### config.mk
export PLATFORM = sky130hd
export DESIGN_NAME = shared_timer_arbiter
export DESIGN_NICKNAME = d
export VERILOG_FILES = /design/src/rtl/shared_timer_arbiter_pkg.sv /design/src/rtl/shared_timer_arbiter_rr_arbiter.sv /design/src/rtl/shared_timer_arbiter.sv
export SDC_FILE = /design/constraint.sdc
export NUM_CORES = 1
export LEC_CHECK = 0
export CAP_MARGIN = 10
export CORE_MARGIN = 3
export CORE_UTILIZATION = 45
export DETAILED_ROUTE_END_ITERATION = 10
export PLACE_DENSITY_LB_ADDON = 0.1
export SYNTH_ARGS = -nofsm -noshare
export SYNTH_HDL_FRONTEND = slang
export SYNTH_SLANG_ARGS = --single-unit
### constraint.sdc
create_clock -name clock -period 3.1 [get_ports clock]
set_input_delay 0.775 -clock clock [delete_from_list [all_inputs] [get_ports clock]]
set_output_delay 0.775 -clock clock [all_outputs]
set_load 0.05 [all_outputs]
### src/rtl/shared_timer_arbiter_pkg.sv
// Shared timer arbiter: state encoding and default sizing.
package shared_timer_pkg;
    localparam logic [1:0] ST_IDLE  = 2'd0;
    localparam logic [1:0] ST_COUNT = 2'd1;
    localparam logic [1:0] ST_DONE  = 2'd2;

    localparam int DEF_NUM_REQ = 4;
    localparam int DEF_WIDTH   = 4;
endpackage

### src/rtl/shared_timer_arbiter_rr_arbiter.sv
// Round-robin pick: first set req bit scanning upward from last+1, wrapping.
module rr_arbiter #(
    parameter int NUM_REQ = shared_timer_pkg::DEF_NUM_REQ,
    parameter int IW      = $clog2(NUM_REQ)
) (
    input  logic [NUM_REQ-1:0] req,
    input  logic [IW-1:0]      last,
    output logic [NUM_REQ-1:0] win_oh,
    output logic [IW-1:0]      win_idx
);
    // Scan NUM_REQ positions starting just after the last winner; last itself is checked last.
    always_comb begin
        logic          found;
        logic [IW-1:0] i;
        found   = 1'b0;
        win_oh  = '0;
        win_idx = '0;
        i       = '0;
        for (int k = 1; k <= NUM_REQ; k++) begin
            i = IW'((int'(last) + k) % NUM_REQ);
            if (!found && req[i]) begin
                found       = 1'b1;
                win_idx     = i;
                win_oh[i]   = 1'b1;
            end
        end
    end
endmodule

### src/rtl/shared_timer_arbiter.sv
// One WIDTH-bit counter time-shared among NUM_REQ requesters, granted round-robin.
module shared_timer_arbiter
    import shared_timer_pkg::*;
#(
    parameter int NUM_REQ = DEF_NUM_REQ,
    parameter int WIDTH   = DEF_WIDTH
) (
    input  logic                     clock,
    input  logic                     reset_L,
    input  logic [NUM_REQ-1:0]       req,
    input  logic [NUM_REQ*WIDTH-1:0] dur,
    input  logic                     abort,
    output logic [NUM_REQ-1:0]       grant,
    output logic [NUM_REQ-1:0]       done,
    output logic                     busy,
    output logic [WIDTH-1:0]         count_out
);
    localparam int IW = $clog2(NUM_REQ);

    logic [1:0]         state;
    logic [WIDTH-1:0]   count;
    logic [WIDTH-1:0]   term;
    logic [IW-1:0]      last;
    logic [IW-1:0]      own;
    logic [NUM_REQ-1:0] win_oh;
    logic [IW-1:0]      win_idx;
    logic               cancel;
    logic               term_hit;

    rr_arbiter #(.NUM_REQ(NUM_REQ), .IW(IW)) u_rr (
        .req     (req),
        .last    (last),
        .win_oh  (win_oh),
        .win_idx (win_idx)
    );

    // term=0 makes term-1 all-ones, giving the full 2**WIDTH-cycle interval.
    assign term_hit  = (count == term - WIDTH'(1));
    assign cancel    = abort || !req[own];
    assign busy      = (state != ST_IDLE);
    assign count_out = count;

    // FSM, counter, latched interval and round-robin pointer.
    always_ff @(posedge clock or negedge reset_L) begin
        if (!reset_L) begin
            state <= ST_IDLE;
            grant <= '0;
            done  <= '0;
            count <= '0;
            term  <= '0;
            last  <= IW'(NUM_REQ - 1);
            own   <= '0;
        end else begin
            case (state)
                ST_IDLE: begin
                    if (|req && !abort) begin
                        grant <= win_oh;
                        term  <= dur[win_idx*WIDTH +: WIDTH];
                        count <= '0;
                        last  <= win_idx;
                        own   <= win_idx;
                        state <= ST_COUNT;
                    end
                end
                ST_COUNT: begin
                    // Cancel beats a coincident terminal count: no done pulse.
                    if (cancel) begin
                        grant <= '0;
                        count <= '0;
                        state <= ST_IDLE;
                    end else if (term_hit) begin
                        done  <= grant;
                        state <= ST_DONE;
                    end else begin
                        count <= count + WIDTH'(1);
                    end
                end
                ST_DONE: begin
                    grant <= '0;
                    done  <= '0;
                    count <= '0;
                    state <= ST_IDLE;
                end
                default: begin
                    grant <= '0;
                    done  <= '0;
                    count <= '0;
                    state <= ST_IDLE;
                end
            endcase
        end
    end
endmodule

==> out/results.txt, run 1 <==
Worst hold margin - 0.533 ns
Hold depth - 2
FF-to-FF Start - last[1]$_DFFE_PN1P_
Cell taking the most area after synthesis - dfrtp_1
Final wirelength - 3320 µm
Share of layout cells above drive strength 1 - 14.1%
Cells on worst reg2reg path - 8
Starting Density - 49.1%
# IOs - 36
Tot GR Track Use - 17.2%
Placer Congestion - 0.967
Switching Share - 46.7%
Seq pwr share - 27.2%
Status - finished, final reports clean
Worst Max-Slew Pin Slew - 0.502 ns
Fin crit share - 88.8%
Worst Setup End Kind - flop
Cell Area, Placed - 2000 µm²
R2r endpoint - term[3]$_DFFE_PN0P_
Final clock skew - 0.00375 ns
Placeable Area - 3180 µm²
Register area share after synthesis - 35.4%
Synth Cell Area - 1560 µm²
#FFs+latches synth - 22
Clock Sinks - 22
Synth top area share - 32.1%
Post-synth EDFFs - 0
Synth async-reset ratio - 100%
Hold_buf cts - 0
Max_cap viols - 0
Die height - 64.9 µm
Final min period - 2.75 ns
Synth Net Count - 189
Min-delay src - done[0]$_DFFE_PN0P_
Max H-tree Level - 1
Worst path bufs/invs - 1
Area contributors post-synth - dfrtp_1 32%, ha_1 8.0%, mux2i_1 7.1%
Most frequent cell after synthesis - dfrtp_1
RSZ-0062 raised after global routing - false
DRT iter0 DRCs - 95
CP Data Required Time - 3.30 ns
Place WS - 0.0341 ns
Crit-path max cell delay - 0.66 ns
Drc violations - 0
Type of the most critical hold path - reg2reg
Detailed placer's ending HPWL - 2710 µm
Nets - 232
Num CTS Buffers - 3
Final setup TNS - 0 ns
Via/cell ratio - 5.31
Final instance area - 2030 µm²
Startpoint types - flop
PD cells - 898 nW/µm²
Die W - 64.9 µm
CTS max path bufs - 2
Power Internal - 973 µW
CP Max Fanout - 10
Fin. max-slew vios - 0
Area Growth Syn to Fin - 30.2%
Count of buffers from port buffering - 35
Final hold viol count - 0
Overflow after GRT - 0
Global-route wire length before repair - 5710 µm
Die Area - 4210 µm²
Max-slew headroom - 66.4%
Rows - 20
Via count - 1,284
Leak - 0.000852 µW
P_sw - 852 µW
Logic pwr share - 64.4%
Kind of critical path - reg2reg
Root buf cell - clkbuf_4
Mean Syn Cell Area - 10.0 µm²
DR pass1 iterations - 4
Most instantiated cells after synthesis - 20 x dfrtp_1, 19 x nor2_1, 11 x mux2i_1
Final setup margin - 0.348 ns
Clock power share - 8.4%
Arrival time worst endpoint - 2.96 ns
Mapped Cells - 156
Initial antenna violation count - 0
Diodes inserted - 0
Prevailing post-synth register cell - dfrtp_1
Largest net degree at the start of global routing - 23
Family with the most delay on the worst path - simple AND/OR/NAND/NOR gates
Slowest CP cell - dfstp_2
Crit-path cells - inv_1 -> ha_1 -> mux4_2 -> nor2b_4 -> or3_4 -> and2_4 -> mux2i_1 -> a211oi_1
Max Fclk - 0.363 GHz
Antenna Nets Post-Route - 0
Cts repair resizes - 0
Hold Path End - done[0]$_DFFE_PN0P_
CTS tree - built
Final Setup Violations - 0
Clock slew at reported path FFs - 0.12 ns
Vias in the first global route - 1,245
WL/cell - 13.7 µm
Synth warn - 0
Library cells used by synthesis - 42
Setup bufs post-CTS - 0
R2R setup slack - 0.35 ns
Worst vdd ir - 0.419 mV
Clk Latency, worst-skew pair - 0.30 ns
Post-Route Utilization - 63.9%
per-layer routing:
layer | vias up | global-route usage [%] | routed length (µm)
li1 | 656 | - | -
met1 | 590 | 23.4 | 1570
met2 | 36 | 27.1 | 1540
met3 | 2 | 2.95 | 170
met4 | 0 | 6.60 | 34
met5 | - | 0 | 0
worst register-to-register path: stages (launching register included):
cell	delay, ns
dfstp_2	0.66
inv_1	0.16
ha_1	0.37
mux4_2	0.31
nor2b_4	0.16
or3_4	0.38
and2_4	0.22
mux2i_1	0.13
a211oi_1	0.26
worst max path at each step:
stage	end	slack, ns	cells after the start	start
global route	term[3]$_DFFE_PN0P_	0.19	8	last[1]$_DFFE_PN1P_
finish	term[3]$_DFFE_PN0P_	0.35	8	last[1]$_DFFE_PN1P_
CTS	term[3]$_DFFE_PN0P_	0.32	8	last[1]$_DFFE_PN1P_
floorplan	term[0]$_DFFE_PN0P_	0.33	10	last[0]$_DFFE_PN1P_
detailed placement	term[3]$_DFFE_PN0P_	0.03	7	req[1]
global placement	count_out[3]$_DFFE_PN0P_	0.16	8	req[2]
cell type report:
class | instances | area, µm²
Multi-Input combinational cell | 123 | 947
Sequential cell | 22 | 553
Tap cell | 44 | 55.1
Clock buffer | 4 | 36.3
Inverter | 4 | 15.0
Fill cell | 280 | 1150
Timing Repair Buffer | 45 | 425
kinds of logic (layout without fill, tap and decap cells):
group | Yosys count | in the layout | share of synthesized area (%)
xor gates and xnor gates | 9 | 9 | 5.05
buffers and inverters | 11 | 53 | 3.85
AOI/OAI and AO/OA | 40 | 40 | 19.4
DFF | 22 | 22 | 35.4
adders and majority gates | 10 | 10 | 8.02
muxes | 15 | 15 | 12.1
and+or+nand+nor | 49 | 49 | 16.1
flip-flops by register name, indices dropped and copies added, names as in the netlist:
name	cells
count_out	4
term	4
last	2
state	2
own	2
grant	4
done	4
power groups by stage:
| stage | sequential (µW) | combinational [µW] | clock (µW) |
|---|---|---|---|
| 6_report | 497 | 1170 | 153 |
| 2_1_floorplan | 650 | 746 | 0 |
| 3_3_place_gp | 501 | 1150 | 0 |
| 3_5_place_dp | 504 | 1180 | 0 |
| 4_1_cts | 498 | 1180 | 161 |
| 5_1_grt | 513 | 1290 | 176 |
cells in the final DEF, fill, tap and decap left out, types with 5 or more instances in the layout:
cell             count
a211oi_1             5
nor3_1               7
buf_4               10
nand2_1              8
xnor2_1              5
clkdlybuf4s50_1     35
dfrtp_1             20
nor2_1              19
a21boi_0             5
ha_1                10
mux2i_1             11
o21ai_1              9
metrics by stage:
step                      std cells  power, µW
after detailed placement        238       1680
after global placement          238       1650
after CTS                       242       1840
after global routing            242       1980
final                           242       1820
after floorplan                 156       1400
No activity file was read; power rests on OpenSTA's default activity.
==> inputs of run 2 (changes only) <==
--- a/config.mk
+++ b/config.mk
@@ -8,6 +8,7 @@
 export CAP_MARGIN = 10
 export CORE_MARGIN = 3
 export CORE_UTILIZATION = 45
+export CTS_CLUSTER_SIZE = 28
 export DETAILED_ROUTE_END_ITERATION = 10
 export PLACE_DENSITY_LB_ADDON = 0.1
 export SYNTH_ARGS = -nofsm -noshare
==> results of run 2 <==
Final layout, timing and power as in run 1 (identical DEF).
==> inputs of run 3 (changes only) <==
--- a/config.mk
+++ b/config.mk
@@ -6,6 +6,7 @@
 export NUM_CORES = 1
 export LEC_CHECK = 0
 export CAP_MARGIN = 10
+export CORE_ASPECT_RATIO = 1.75
 export CORE_MARGIN = 3
 export CORE_UTILIZATION = 45
 export CTS_CLUSTER_SIZE = 28
==> run 3 against run 2 <==
Non-clock buffer count is 1 lower. Critical path depth shrank 1. Power increased by 6.9%. Sequential power up 0.8%. Cell count decreased by 0.83%. Critical endpoint is now term[2]$_DFFE_PN0P_. Highest routed layer unchanged.
==> out/results.txt, run 3 (synthesis gave the netlist of run 1 again) <==
R2r endpoint - term[2]$_DFFE_PN0P_
Hold depth - 2 (unchanged)
Diodes inserted - 0 (unchanged)
Num CTS Buffers - 3 (unchanged)
Drc violations - 0 (unchanged)
DR pass1 iterations - 4 (unchanged)
Count of buffers from port buffering - 35 (unchanged)
WL/cell - 15.4 µm (+12%)
Filler Cells Inserted - 300 (+7.1%)
Kind of critical path - in2reg
Final wirelength - 3690 µm (+11%)
Slowest CP cell - clkdlybuf4s50_1
Via/cell ratio - 5.59 (+5.4%)
Global-route wire length before repair - 6340 µm (+11%)
Root buf cell - clkbuf_8
Leak - 0.000862 µW (+1.1%)
Crit-path max cell delay - 0.52 ns (-0.14 ns)
Starting Density - 48.1% (-0.98 points)
Largest net degree at the start of global routing - 23 (unchanged)
Met1 Resource Use GR - 19.2% (-4.2 points)
Min-delay src - own[1]$_DFFE_PN0P_
Final min period - 2.79 ns (+0.0379 ns)
Die W - 50.5 µm (-22%)
Fin crit share - 90.0% (+1.2 points)
Met3 Usage GRT - 3.04% (+0.095 points)
Clk Latency, worst-skew pair - 0.25 ns (-0.05 ns)
Startpoint types - input pin
DRT iter0 DRCs - 18 (-81%)
GR Util met2 - 36.4% (+9.4 points)
CP Data Required Time - 3.26 ns (-0.04 ns)
Nets - 231 (-0.43%)
Worst path bufs/invs - 1 (unchanged)
RSZ-0062 raised after global routing - false
Detailed placer's ending HPWL - 3040 µm (+12%)
Vias in the first global route - 1,404 (+13%)
Multi-input logic area - 947 µm² (unchanged)
# IOs - 36 (unchanged)
Final Setup Violations - 0 (unchanged)
Arrival time worst endpoint - 2.95 ns (about the same)
Die height - 83.9 µm (+29%)
Worst vdd ir - 0.537 mV (+28%)
Family with the most delay on the worst path - simple AND/OR/NAND/NOR gates
FF-to-FF Start - last[1]$_DFFE_PN1P_
CTS max path bufs - 2 (unchanged)
Tot GR Track Use - 18.8% (+1.7 points)
Placer Congestion - 0.831 (-14%)
Die Area - 4240 µm² (+0.65%)
Max Fclk - 0.358 GHz (-1.4%)
Max-slew headroom - 66.0% (-0.36 points)
Overflow after GRT - 0 (unchanged)
Final setup TNS - 0 ns (unchanged)
Fin. max-slew vios - 0 (unchanged)
Cells on worst reg2reg path - 8 (unchanged)
Setup bufs post-CTS - 0 (unchanged)
Clock Sinks - 22 (unchanged)
Via count - 1,342 (+4.5%)
Most common library cell in the layout ignoring fill and taps - clkdlybuf4s50_1
CP Max Fanout - 9 (-1)
Clock slew at reported path FFs - 0.08 ns (-0.04 ns)
Max H-tree Level - 1 (unchanged)
Rows - 27 (+35%)
Antenna Nets Post-Route - 0 (unchanged)
Max_cap viols - 0 (unchanged)
Register area - 553 µm² (unchanged)
Final hold viol count - 0 (unchanged)
CTS tree - built
Placeable Area - 3240 µm² (+2.0%)
Hold Path End - own[1]$_DFFE_PN0P_
Type of the most critical hold path - reg2reg
Share of layout cells above drive strength 1 - 13.7% (-0.44 points)
Commonest non-fill, non-tap cells in the layout - 35 x clkdlybuf4s50_1, 20 x dfrtp_1, 19 x nor2_1
PD cells - 948 nW/µm² (+5.6%)
Worst Setup End Kind - flop
Hold_buf cts - 0 (unchanged)
Status - finished, final reports clean
Crit-path cells - clkdlybuf4s50_1 -> mux4_2 -> nor2b_4 -> or3_4 -> and2_4 -> mux2i_1 -> a211oi_1
R2R setup slack - 0.35 ns (about the same)
Most crowded layer after global routing - met2
Final clock skew - 0.00173 ns (-0.00202 ns)
PnR Total Power - 1950 µW (+6.9%)
Initial antenna violation count - 0 (unchanged)
Worst Max-Slew Pin Slew - 0.508 ns (+0.00544 ns)
Area Growth Syn to Fin - 31.9%
Cts repair resizes - 0 (unchanged)
run 3: cell count changes in the layout (fill, tap and decap cells not counted), sizes merged:
cell and change:
clkbuf -1, buf -1, bufinv +1
run 3: where the power goes:
part | total, µW | switching, µW | internal [µW]
sequential | 501 | 102 | 399
combinational | 1190 | 686 | 503
clock | 261 | 88.8 | 172
total | 1950 | 877 | 1070
run 3: tightest hold or removal path: cells and delay by family, from the launching register on:
family / cells / cell delay [ns]
and+or+nand+nor: 2 / 0.10
DFF: 1 / 0.36
run 3: stage by stage:
stage                     utilization [%]  setup WS [ns]  cells  area [µm²]  hold WS, ns
after floorplan                         -          0.332    156        1560        0.455
final                                63.5          0.310    240        2060        0.502
after global routing                 63.5          0.210    240        2060        0.559
after detailed placement             61.3         0.0371    236        1990        0.479
after CTS                            63.5          0.304    240        2060        0.498
after global placement               61.3          0.139    236        1990        0.484
run 3: worst max-delay path by stage:
stage | start | endpoint | cells after the start | slack [ns]
after floorplan | last[0]$_DFFE_PN1P_ | term[0]$_DFFE_PN0P_ | 10 | 0.33
after global placement | req[1] | term[3]$_DFFE_PN0P_ | 7 | 0.14
after detailed placement | req[1] | term[1]$_DFFE_PN0P_ | 7 | 0.04
after CTS | req[1] | term[1]$_DFFE_PN0P_ | 7 | 0.30
after global routing | req[1] | count_out[3]$_DFFE_PN0P_ | 8 | 0.21
final | req[1] | term[2]$_DFFE_PN0P_ | 7 | 0.31
run 3: final cells by class:
class / instances / area share, %
Clock inverter: 1 / 1.46
Clock buffer: 3 / 2.01
Inverter: 4 / 0.729
Sequential cell: 22 / 26.9
Timing Repair Buffer: 44 / 20.3
Tap cell: 43 / 2.61
Multi-Input combinational cell: 123 / 46.0
run 3: routing by layer:
metal,routed length (µm),vias up
met1,1360,653
met3,127,6
li1,-,658
met4,76,0
met5,0,-
met2,2130,25
